## src/rtl/hex_word_packer.sv

```systemverilog
`default_nettype none
// ============================================================================
// hex_word_packer: packs decoder byte writes into 16-bit LE words, FWFT FIFO out
// Revision: 1.0
// ============================================================================
module hex_word_packer #(
    parameter int FIFO_DEPTH = 4,
    parameter int ADDR_WIDTH = 15
) (
    input  logic                  clk_74a,
    input  logic                  reset_n,
    input  logic                  in_wr_en,
    input  logic [ADDR_WIDTH-1:0] in_addr,
    input  logic [7:0]            in_data,
    input  logic                  flush,
    output logic                  out_valid,
    input  logic                  out_ready,
    output logic [ADDR_WIDTH-2:0] out_addr,
    output logic [15:0]           out_data,
    output logic [1:0]            out_be,
    output logic                  busy,
    output logic                  overflow
);

    localparam int PTR_W   = $clog2(FIFO_DEPTH) + 1;
    localparam int IDX_W   = PTR_W - 1;
    localparam int WORD_W  = ADDR_WIDTH - 1;
    localparam int ENTRY_W = WORD_W + 2 + 16;

    logic              hold_valid_q, hold_valid_d;
    logic [WORD_W-1:0] hold_addr_q, hold_addr_d;
    logic [15:0]       hold_data_q, hold_data_d;
    logic [1:0]        hold_be_q, hold_be_d;
    logic              flush_pending_q, flush_pending_d;
    logic [PTR_W-1:0]  wr_ptr_q, rd_ptr_q;
    logic              overflow_q;

    logic [ENTRY_W-1:0] mem_q [FIFO_DEPTH];

    logic               lane;
    logic [WORD_W-1:0]  word;
    logic [1:0]         lane_be;
    logic [15:0]        lane_data;
    logic               hit;
    logic [1:0]         merged_be;
    logic [15:0]        merged_data;
    logic               push;
    logic [ENTRY_W-1:0] push_entry;
    logic               fifo_empty;
    logic               fifo_full;
    logic               pop;
    logic               push_ok;
    logic [ENTRY_W-1:0] head;

    assign lane      = in_addr[0];
    assign word      = in_addr[ADDR_WIDTH-1:1];
    assign lane_be   = lane ? 2'b10 : 2'b01;
    assign lane_data = lane ? {in_data, 8'h00} : {8'h00, in_data};
    // A lane already written in the hold word is never overwritten: it evicts instead.
    assign hit       = hold_valid_q && (word == hold_addr_q) && !hold_be_q[lane];
    assign merged_be   = hold_be_q | lane_be;
    assign merged_data = lane ? {in_data, hold_data_q[7:0]} : {hold_data_q[15:8], in_data};

    always_comb begin
        hold_valid_d    = hold_valid_q;
        hold_addr_d     = hold_addr_q;
        hold_data_d     = hold_data_q;
        hold_be_d       = hold_be_q;
        flush_pending_d = flush_pending_q;
        push            = 1'b0;
        push_entry      = {hold_addr_q, hold_be_q, hold_data_q};
        if (in_wr_en) begin
            if (hit) begin
                hold_be_d   = merged_be;
                hold_data_d = merged_data;
                if (merged_be == 2'b11) begin
                    push         = 1'b1;
                    push_entry   = {hold_addr_q, 2'b11, merged_data};
                    hold_valid_d = 1'b0;
                    hold_be_d    = 2'b00;
                end
            end else begin
                push         = hold_valid_q;
                hold_valid_d = 1'b1;
                hold_addr_d  = word;
                hold_be_d    = lane_be;
                hold_data_d  = lane_data;
            end
            // Flush arriving with a byte runs one cycle later so only one push per cycle.
            flush_pending_d = flush_pending_q | flush;
        end else if (flush || flush_pending_q) begin
            push            = hold_valid_q;
            hold_valid_d    = 1'b0;
            hold_be_d       = 2'b00;
            flush_pending_d = 1'b0;
        end
    end

    assign fifo_empty = (wr_ptr_q == rd_ptr_q);
    assign fifo_full  = (wr_ptr_q[PTR_W-1] != rd_ptr_q[PTR_W-1]) &&
                        (wr_ptr_q[IDX_W-1:0] == rd_ptr_q[IDX_W-1:0]);
    assign pop        = !fifo_empty && out_ready;
    assign push_ok    = push && (!fifo_full || pop);

    always_ff @(posedge clk_74a or negedge reset_n) begin
        if (!reset_n) begin
            hold_valid_q    <= 1'b0;
            hold_addr_q     <= '0;
            hold_data_q     <= '0;
            hold_be_q       <= 2'b00;
            flush_pending_q <= 1'b0;
            wr_ptr_q        <= '0;
            rd_ptr_q        <= '0;
            overflow_q      <= 1'b0;
        end else begin
            hold_valid_q    <= hold_valid_d;
            hold_addr_q     <= hold_addr_d;
            hold_data_q     <= hold_data_d;
            hold_be_q       <= hold_be_d;
            flush_pending_q <= flush_pending_d;
            if (push_ok) begin
                wr_ptr_q <= wr_ptr_q + PTR_W'(1);
            end
            if (pop) begin
                rd_ptr_q <= rd_ptr_q + PTR_W'(1);
            end
            if (push && !push_ok) begin
                overflow_q <= 1'b1;
            end
        end
    end

    always_ff @(posedge clk_74a) begin
        if (push_ok) begin
            mem_q[wr_ptr_q[IDX_W-1:0]] <= push_entry;
        end
    end

    // Head entry is masked while empty so outputs read zero out of reset.
    assign head      = fifo_empty ? '0 : mem_q[rd_ptr_q[IDX_W-1:0]];
    assign out_valid = !fifo_empty;
    assign out_addr  = head[ENTRY_W-1:18];
    assign out_be    = head[17:16];
    assign out_data  = head[15:0];
    assign busy      = hold_valid_q | flush_pending_q | !fifo_empty;
    assign overflow  = overflow_q;

endmodule
`default_nettype wire
```

## config.mk

```make
export PLATFORM = sky130hd
export DESIGN_NAME = hex_word_packer
export DESIGN_NICKNAME = d
export VERILOG_FILES = /design/src/rtl/hex_word_packer.sv
export SDC_FILE = /design/constraint.sdc
export NUM_CORES = 1
export LEC_CHECK = 0
export ABC_AREA = 1
export CAP_MARGIN = 20
export CORE_MARGIN = 4
export CORE_UTILIZATION = 45
export CTS_BUF_LIST = sky130_fd_sc_hd__clkbuf_2 sky130_fd_sc_hd__clkbuf_4 sky130_fd_sc_hd__clkbuf_8
export DETAILED_ROUTE_END_ITERATION = 16
export PLACE_DENSITY = 0.71
export SLEW_MARGIN = 20
export SYNTH_ARGS = -nofsm -noshare
export SYNTH_HDL_FRONTEND = slang
export SYNTH_SLANG_ARGS = --single-unit
```

## constraint.sdc

```tcl
create_clock -name clk_74a -period 3.2 [get_ports clk_74a]
set_clock_uncertainty 0.15 [all_clocks]
set_input_delay 0.48 -clock clk_74a [delete_from_list [all_inputs] [get_ports clk_74a]]
set_output_delay 0.48 -clock clk_74a [all_outputs]
set_load 0.02 [all_outputs]
```

* After elaboration in Yosys (flattened, before gate mapping)
Memory sizes are Yosys's and may differ from the RTL's. Cells that the tools add are included.
Word-level totals: bits of input ports 28, output and inout port bits 35, word-level logic and storage cells 63, memories kept 1, bits in writable memories 128, register bits after elaboration 41
Memory list:
- mem_q | words 4, width 32, rd ports 1, clocked after Yosys merged registers in 0, write ports 1, RTL line 38 | logic [ENTRY_W-1:0] mem_q [FIFO_DEPTH];
Cells by class: reductions and logical operators 15, add/sub/neg operators 2, order comparisons 1, mux-type cells 25, bitwise logic cells 5, equality and inequality tests 6
Operators with widths (count):
- two-way mux 18 bit | 3
- two-way mux 16 bit | 3
- two-way mux 32 bit | 1
- == test 14 bit | 1
- two-way mux 1 bit | 13
- two-way mux 2 bit | 5
- adder 3 x 1 -> 3 bit, second input constant | 2
- logical AND 1 bit | 6
- zero test 1 bit | 4
- AND reduction 2 bit | 2
- == test 3 bit | 1
- inequality test 3 x 2 -> 1 bit, second input constant | 1
- OR 1 bit | 3
- == test 2 bit | 1
- == test 2 bit, second input constant | 1
- logical OR 1 bit | 2
- < comparator 1 x 2 -> 1 bit, second input constant | 1
- OR 2 bit | 1
- nonzero test 2 bit | 1
- inequality test 1 bit | 1
- NOT 1 bit | 1

* Logic depth before layout (Yosys ltp)
Gate-level depths: netlist of the first run.
depth in word-level cells 9, mapped depth 12, gate-level depth less buffers 12

* Worst setup path after synthesis of the first run
Ideal clock, no wire load.
kind in2reg, start input port in_addr[5], end memory mem_q[0][0] (netlist name) (enable), setup time 396 ps, slack 426 ps, arrival time 2229 ps, buffers on the path 1, stages on the path 11, required time 2654 ps, path through inv_1 nand2_1 nand2_1 nor2_1 nand2_1 nor2_2 nand4_2 buf_6 nand2_4 nand2_4 nor2_2
On the way: cells in the longest elaborated chain, start to end 8
Ends and longest elaborated chain:
- start: declaration | RTL line 13 | input logic [ADDR_WIDTH-1:0] in_addr,
- == test 14 bit | RTL line 60 | assign hit = hold_valid_q && (word == hold_addr_q) && !hold_be_q[lane];
- logical AND 1 bit (2 in series) | RTL line 60
- two-way mux 1 bit | RTL line 73 | if (hit) begin
- two-way mux 1 bit | RTL line 72 | if (in_wr_en) begin
- logical AND 1 bit | RTL line 103 | assign push_ok = push && (!fifo_full || pop);
- two-way mux 1 bit | RTL line 134 | if (push_ok) begin
- two-way mux 1 bit (implied by the code) | RTL line 135 | mem_q[wr_ptr_q[IDX_W-1:0]] <= push_entry;
- end: declaration | RTL line 38
Every way passes these cells.

* Final worst setup path of the first run
start register rd_ptr_q[0], end output port out_addr[13]
On the way: cells in the longest elaborated chain, start to end 2, elaborated cells on any way between the ends 3, classes of those cells eq/ne: 1; mux: 1; memory: 1
Ends and longest elaborated chain:
- start: declaration | RTL line 35 | logic [PTR_W-1:0] wr_ptr_q, rd_ptr_q;
- start signal: assignment | RTL line 125 | rd_ptr_q <= rd_ptr_q + PTR_W'(1);
- memory read (4 x 32 bit) or == test 3 bit (tied branches)
- two-way mux 32 bit * | RTL line 140 | assign head = fifo_empty ? '0 : mem_q[rd_ptr_q[IDX_W-1:0]];
- end: declaration | RTL line 18 | output logic [ADDR_WIDTH-2:0] out_addr,
Mark *: on every way between the ends. The rest lies on a longest branch, timed or not.

==> results of run 1 <==
metal layers:
layer	vias up	routed length, microns
met3	15	725
li1	2679	-
met1	2532	7470
met4	0	204
met5	-	0
met2	136	7630
report_power, final:
part,switching (mW),internal [mW]
sequential,0.158,2.81
combinational,2.17,1.44
clock,0.780,0.721
synthesized netlist by cell type, drive strengths merged:
| cell | instances |
|---|---|
| a21oi | 11 |
| buf | 15 |
| ha | 5 |
| o32ai | 32 |
| nand4 | 4 |
| nand2 | 190 |
| and2 | 1 |
| nor3 | 2 |
| o21a | 1 |
| xor2 | 2 |
| inv | 83 |
| o21ai | 74 |
| o22ai | 3 |
| a21o | 1 |
| xnor2 | 4 |
| clkbuf | 20 |
| dfrtp | 41 |
| edfxtp | 128 |
| mux2 | 1 |
| clkinv | 2 |
| nor2 | 128 |
| nand3 | 7 |
| a21boi | 8 |
final cells by class:
| class | instances | share of cell area (%) |
|---|---|---|
| Clock buffer | 18 | 2.69 |
| Multi-Input combinational cell | 474 | 25.4 |
| Tap cell | 220 | 3.07 |
| Sequential cell | 169 | 54.3 |
| Inverter | 85 | 3.61 |
| Clock inverter | 14 | 1.77 |
| Timing Repair Buffer | 82 | 9.20 |
worst register-to-register path: cells and delay by family, from the launching register on:
kind / cells / cell delay (ns)
AOI/OAI and AO/OA: 1 / 0.29
buffers and inverters: 2 / 0.50
DFF: 1 / 0.47
and+or+nand+nor: 7 / 0.86
kinds of logic (layout without fill, tap and decap cells):
kind of cell	count (synthesis)	in the layout	synth area share [%]
adder cells (fa/ha/maj)	5	5	0.819
multiplexers	1	1	0.147
flip-flops	169	169	63.8
AO/OA/AOI/OAI	130	130	10.9
XOR/XNOR	6	6	0.688
buffers and inverters	120	199	6.51
AND/OR/NAND/NOR	332	332	17.1
timing repair:
item                                    in CTS  in global routing
gates resized for setup                      3                  6
endpoints found under the hold margin       24                  0
endpoints found under the setup margin      25                 14
pin swaps                                    0                  0
hold buffers                                 1                  0
cloned                                       0                  0
state kept, by name, indices dropped and copies added (netlist names):
register	count
flush_pending_q	1
hold_addr_q	14
hold_be_q	2
hold_data_q	16
hold_valid_q	1
mem_q	128
overflow	1
rd_ptr_q	3
wr_ptr_q	3
cell usage in the layout (no fill, tap or decap), types with 8 or more instances in the layout:
| cell | n |
|---|---|
| o21ai_0 | 65 |
| clkdlybuf4s50_1 | 61 |
| nand2_1 | 187 |
| inv_1 | 81 |
| a21oi_1 | 10 |
| a21boi_0 | 8 |
| dfrtp_1 | 39 |
| buf_4 | 13 |
| o21ai_2 | 8 |
| edfxtp_1 | 128 |
| clkbuf_8 | 17 |
| nor2_1 | 122 |
| o32ai_1 | 31 |
final timing paths:
path | end | slack, ns | cells past startpoint
setup / recovery | out_addr[13] | 0.14 | 6
setup reg to reg | mem_q[2][3]$_DFFE_PP_ | 0.72 | 10
min in group asynchronous | hold_data_q[4]$_DFFE_PN0P_ | 0.45 | 2
hold reg to reg | overflow$_DFFE_PN0P_ | 0.35 | 1
hold / removal | overflow$_DFFE_PN0P_ | 0.35 | 1
max in group asynchronous | hold_addr_q[12]$_DFFE_PN0P_ | 1.74 | 3
==> results.yml, run 1 <==
critical_path:
  crit_buf_inv: 3
  worstPathArrival_ns: 2.43
  crit_family: "buffers and inverters"
  cp_cell_sequence: "buf_6, nor2_1, o32ai_1, nand2_1, inv_1, clkdlybuf4s50_1"
  crit_path_top_delay_cell: "clkdlybuf4s50_1"
  crit_path_max_incr_delay_ns: 0.59
  cp-end-kind: "primary output"
  r2r-start: "hold_addr_q[1]$_DFFE_PN0P_"
  start_kind: "flip-flop"
  cp_max_fo: 46
  path_class: "flip-flop to primary output"
  worstPathRequired_ns: 2.57
  crit_start: "rd_ptr_q[0]$_DFFE_PN0P_"
placement:
  gp_congestion: 0.866
  numPortBuffers: 62
  post_dp_cell_area_sq_mm: 0.00853
  dpl_worst_slack_ns: 0.217
  hpwlAfterDp_mm: 10.7
  dp_cells: 1029
logic_synthesis:
  synth_area_leaders: "edfxtp_1 (50%), dfrtp_1 (13%), nand2_1 (9.2%), nor2_1 (6.0%), o21ai_0 (4.3%)"
  yosysWarnings: 0
  avgSynthCellArea_sq_um: 10.0
  synth_area_sq_mm: 0.00763
  syn-num-nets: 796
  ys_ff_latch: 169
  synth_cells: 763
  synth_top_area_cell: "edfxtp_1"
  synth_cell_types: 33
  yosys.area.top_type_share_pct: 50.3
  yosysSeqAreaShare_pct: 63.8
finish:
  syn2layout_area_growth_pct: 17.5
  nFillCells: 1422
  multi_input_area_sq_mm: 0.00228
  final_cell_area_sq_mm: 0.00897
  finalNonFillerCells: 1062
  final_nets: 862
  utilization_pct: 54.1
  antenna_cells: 0
  layout-drive-gt1-share_pct: 9.03
  register_area_sq_mm: 0.00487
detailed_routing:
  routedWlPerCell_microns: 15.1
  vias: 5362
  dr.pass1.iters: 5
  drc_errors: 0
  drt_iter0_markers: 471
  avgViaCountPerCell: 5.05
  wirelength_mm: 16.0
  drtAntennaViolNets: 0
floorplanning:
  die_h_microns: 138
  start_util_pct: 46.0
  ios: 63
  dieArea_sq_mm: 0.0191
  fp.dieW_microns: 138
  rows: 47
  core_area_sq_mm: 0.0166
pwr:
  vdd_drop_max_mv: 0.398
  power_mw: 8.07
  cellLeakagePower_nw: 3.71
  power_density_mw_per_mm2: 899
timing:
  slew-limit-headroom_pct: 56.7
  rsz0062_at_grt: "false"
  fmax_ghz: 0.327
  drv_slew: 0
  setup_ws_ns: 0.139
  hold-worst-slack_ns: 0.351
  hold_viol: 0
  fin_setup_tns_ns: 0
  worst_slew_pin_slew_ns: 0.650
  finalCriticalPeriod_ns: 3.06
  finalSetupViolCount: 0
  finalCritPeriodShare_pct: 95.7
global_route:
  grt_usage_pct: 16.7
  grt_max_degree: 67
  gr-max-usage-layer: "met2"
  grt_pass1_wl_mm: 25.7
  grt_overflow: 0
  gr-usage-met1_pct: 24.0
  grt_pass1_vias: 4888
  antenna_found_initial: 0
  grt.met3_usage_pct: 3.04
  use_met2_pct: 26.4
cts:
  cts_buffers: 17
  htreeDepth: 4
  clk_latency_ns: 0.43
  postCtsSetupBuffers: 0
  clock-root-buffer: "clkbuf_8"
  cts.path.max_buffers: 2
  clk_pin_slew_ns: 0.09
  cts_tree: "yes"
  cts.sink_count: 169
run:
  maxCapViolCount: 0
run_status:
  outcome: "complete, no violations"
min_path:
  min_from: "overflow$_DFFE_PN0P_"
  min_path_type: "flip-flop to flip-flop"
Note: power is estimated with default switching activity, not from simulation.
==> run 2, diff against run 1 <==
DONT_BUFFER_PORTS = 1   (was not set)
PLACE_DENSITY = 0.67   (was 0.71)
==> run 2 against run 1 <==
  * Highest routed layer unchanged
  * Critical path type unchanged
  * Clock power about the same
  * Sequential share of layout area increased by 4.2 points
  * Setup slack improved by 0.15 ns
  * Largest cell class unchanged
  * Critical endpoint is now out_addr[9]
==> results.yml, run 2 (synthesis results as in run 1) <==
timing:
  drv_slew: 0
  hold_viol: 0
  slew-limit-headroom_pct: 47.1
  fin_setup_tns_ns: 0
  fmax_ghz: 0.343
  finalSetupViolCount: 0
  finalCritPeriodShare_pct: 91.0
  worst_slew_pin_slew_ns: 0.792
  finalCriticalPeriod_ns: 2.91
  rsz0062_at_grt: "false"
critical_path:
  crit_cells: 7
  r2r_cells: 10
  path_class: "flip-flop to primary output"
  cp_cell_sequence: "buf_4, nand2_1, nand3_1, nor2_1, inv_2, nand2_1, inv_1"
  crit_path_top_delay_cell: "inv_2"
  crit_buf_inv: 3
  crit_path_max_incr_delay_ns: 0.46
  cp_max_fo: 36
  worstPathArrival_ns: 2.28
  cp-end-kind: "primary output"
  start_kind: "flip-flop"
  worstPathRequired_ns: 2.57
  cp_common_cell: "nand2_1"
  crit_family: "buffers and inverters"
finish:
  syn2layout_area_growth_pct: 9.18
  largest_register_ffs: 128
  layout_common_cells: "nand2_1 (187), edfxtp_1 (128), nor2_1 (122)"
  final_cell_area_sq_mm: 0.00834
  antenna_cells: 0
  finalNonFillerCells: 1003
  final_common_cell: "nand2_1"
  final_nets: 803
  layout-drive-gt1-share_pct: 9.45
detailed_routing:
  drc_errors: 0
  wirelength_mm: 16.2
  drtAntennaViolNets: 0
  avgViaCountPerCell: 5.23
  dr.pass1.iters: 4
  vias: 5245
  drt_iter0_markers: 313
  routedWlPerCell_microns: 16.1
pwr:
  p_sw_share_pct: 41.7
  vdd_drop_max_mv: 0.319
  pwr-share-clk_pct: 20.7
  p_sw_mw: 2.99
  combPwrFrac_pct: 37.8
  p_int_mw: 4.19
  seq_power_share_pct: 41.5
  power_density_mw_per_mm2: 862
  cellLeakagePower_nw: 3.46
cts:
  cts_resized: 0
  clock-root-buffer: "clkbuf_8"
  cts_tree: "yes"
  ctsHoldBuffers: 4
  cts.path.max_buffers: 2
  cts.sink_count: 169
  htreeDepth: 4
  postCtsSetupBuffers: 0
  clk_pin_slew_ns: 0.09
  cts_buffers: 17
  clk_latency_ns: 0.45
floorplanning:
  start_util_pct: 46.0
  die_h_microns: 138
  core_area_sq_mm: 0.0166
  ios: 63
  rows: 47
  fp.dieW_microns: 138
  dieArea_sq_mm: 0.0191
placement:
  post_dp_cell_area_sq_mm: 0.00787
  gp_congestion: 0.815
  hpwlAfterDp_mm: 10.9
  dp_cells: 966
  numPortBuffers: 0
run:
  maxCapViolCount: 0
global_route:
  grt_max_degree: 42
  grt_pass1_vias: 5037
  grt_pass1_wl_mm: 26.2
  antenna_found_initial: 0
  grt_overflow: 0
  grt_usage_pct: 17.3
min_path:
  hold_depth: 2
  min_path_type: "input port to flip-flop"
run_status:
  outcome: "complete, no violations"
[run 2: per-layer routing]
layer / routed length (microns) / share of wire [%] / global-route usage, %
met3: 1080 / 6.6 / 5.80
met4: 203 / 1.3 / 4.68
met5: 0 / 0 / 0
met2: 7460 / 46 / 26.8
met1: 7440 / 46 / 23.5
[run 2: cell type report]
class | instances | area (sq um)
clock buffer | 17 | 234
inverter | 85 | 319
timing repair buffer | 23 | 203
fill | 1497 | 8250
clock inverter | 15 | 164
sequential | 169 | 4870
multi-input combinational | 474 | 2270
tap | 220 | 275
[run 2: worst paths after layout]
check                                      startpoint                           to  slack (ns)
min                                          in_wr_en  hold_data_q[13]$_DFFE_PN0P_        0.03
min reg2reg                   rd_ptr_q[2]$_DFFE_PN0P_      rd_ptr_q[2]$_DFFE_PN0P_        0.36
max reg2reg                hold_addr_q[2]$_DFFE_PN0P_        mem_q[2][0]$_DFFE_PP_        0.56
max in group asynchronous                     reset_n      rd_ptr_q[0]$_DFFE_PN0P_        2.27
min in group asynchronous                     reset_n   hold_data_q[3]$_DFFE_PN0P_        0.42
max                           rd_ptr_q[0]$_DFFE_PN0P_                  out_addr[9]        0.29
[run 2: metrics by stage]
| step | total power [mW] | hold WS (ns) | setup slack, ns | utilization [%] |
|---|---|---|---|---|
| floorplan | 5.12 | 0.0344 | 0.426 | - |
| global placement | 5.69 | 0.0383 | 0.641 | 47.5 |
| finish | 7.18 | 0.0270 | 0.288 | 50.3 |
| CTS | 7.27 | 0.000912 | 0.220 | 50.2 |
| detailed placement | 5.77 | 0.0381 | 0.565 | 47.5 |
| global route | 7.68 | 0.00458 | 0.0550 | 50.3 |
[run 2: power groups by stage]
stage               combinational [mW]  clock [mW]  sequential, mW
floorplan                         2.14           0            2.98
global placement                  2.69           0            3.00
detailed placement                2.75           0            3.02
CTS                               2.77        1.52            2.98
global route                      3.05        1.62            3.01
finish                            2.71        1.49            2.98
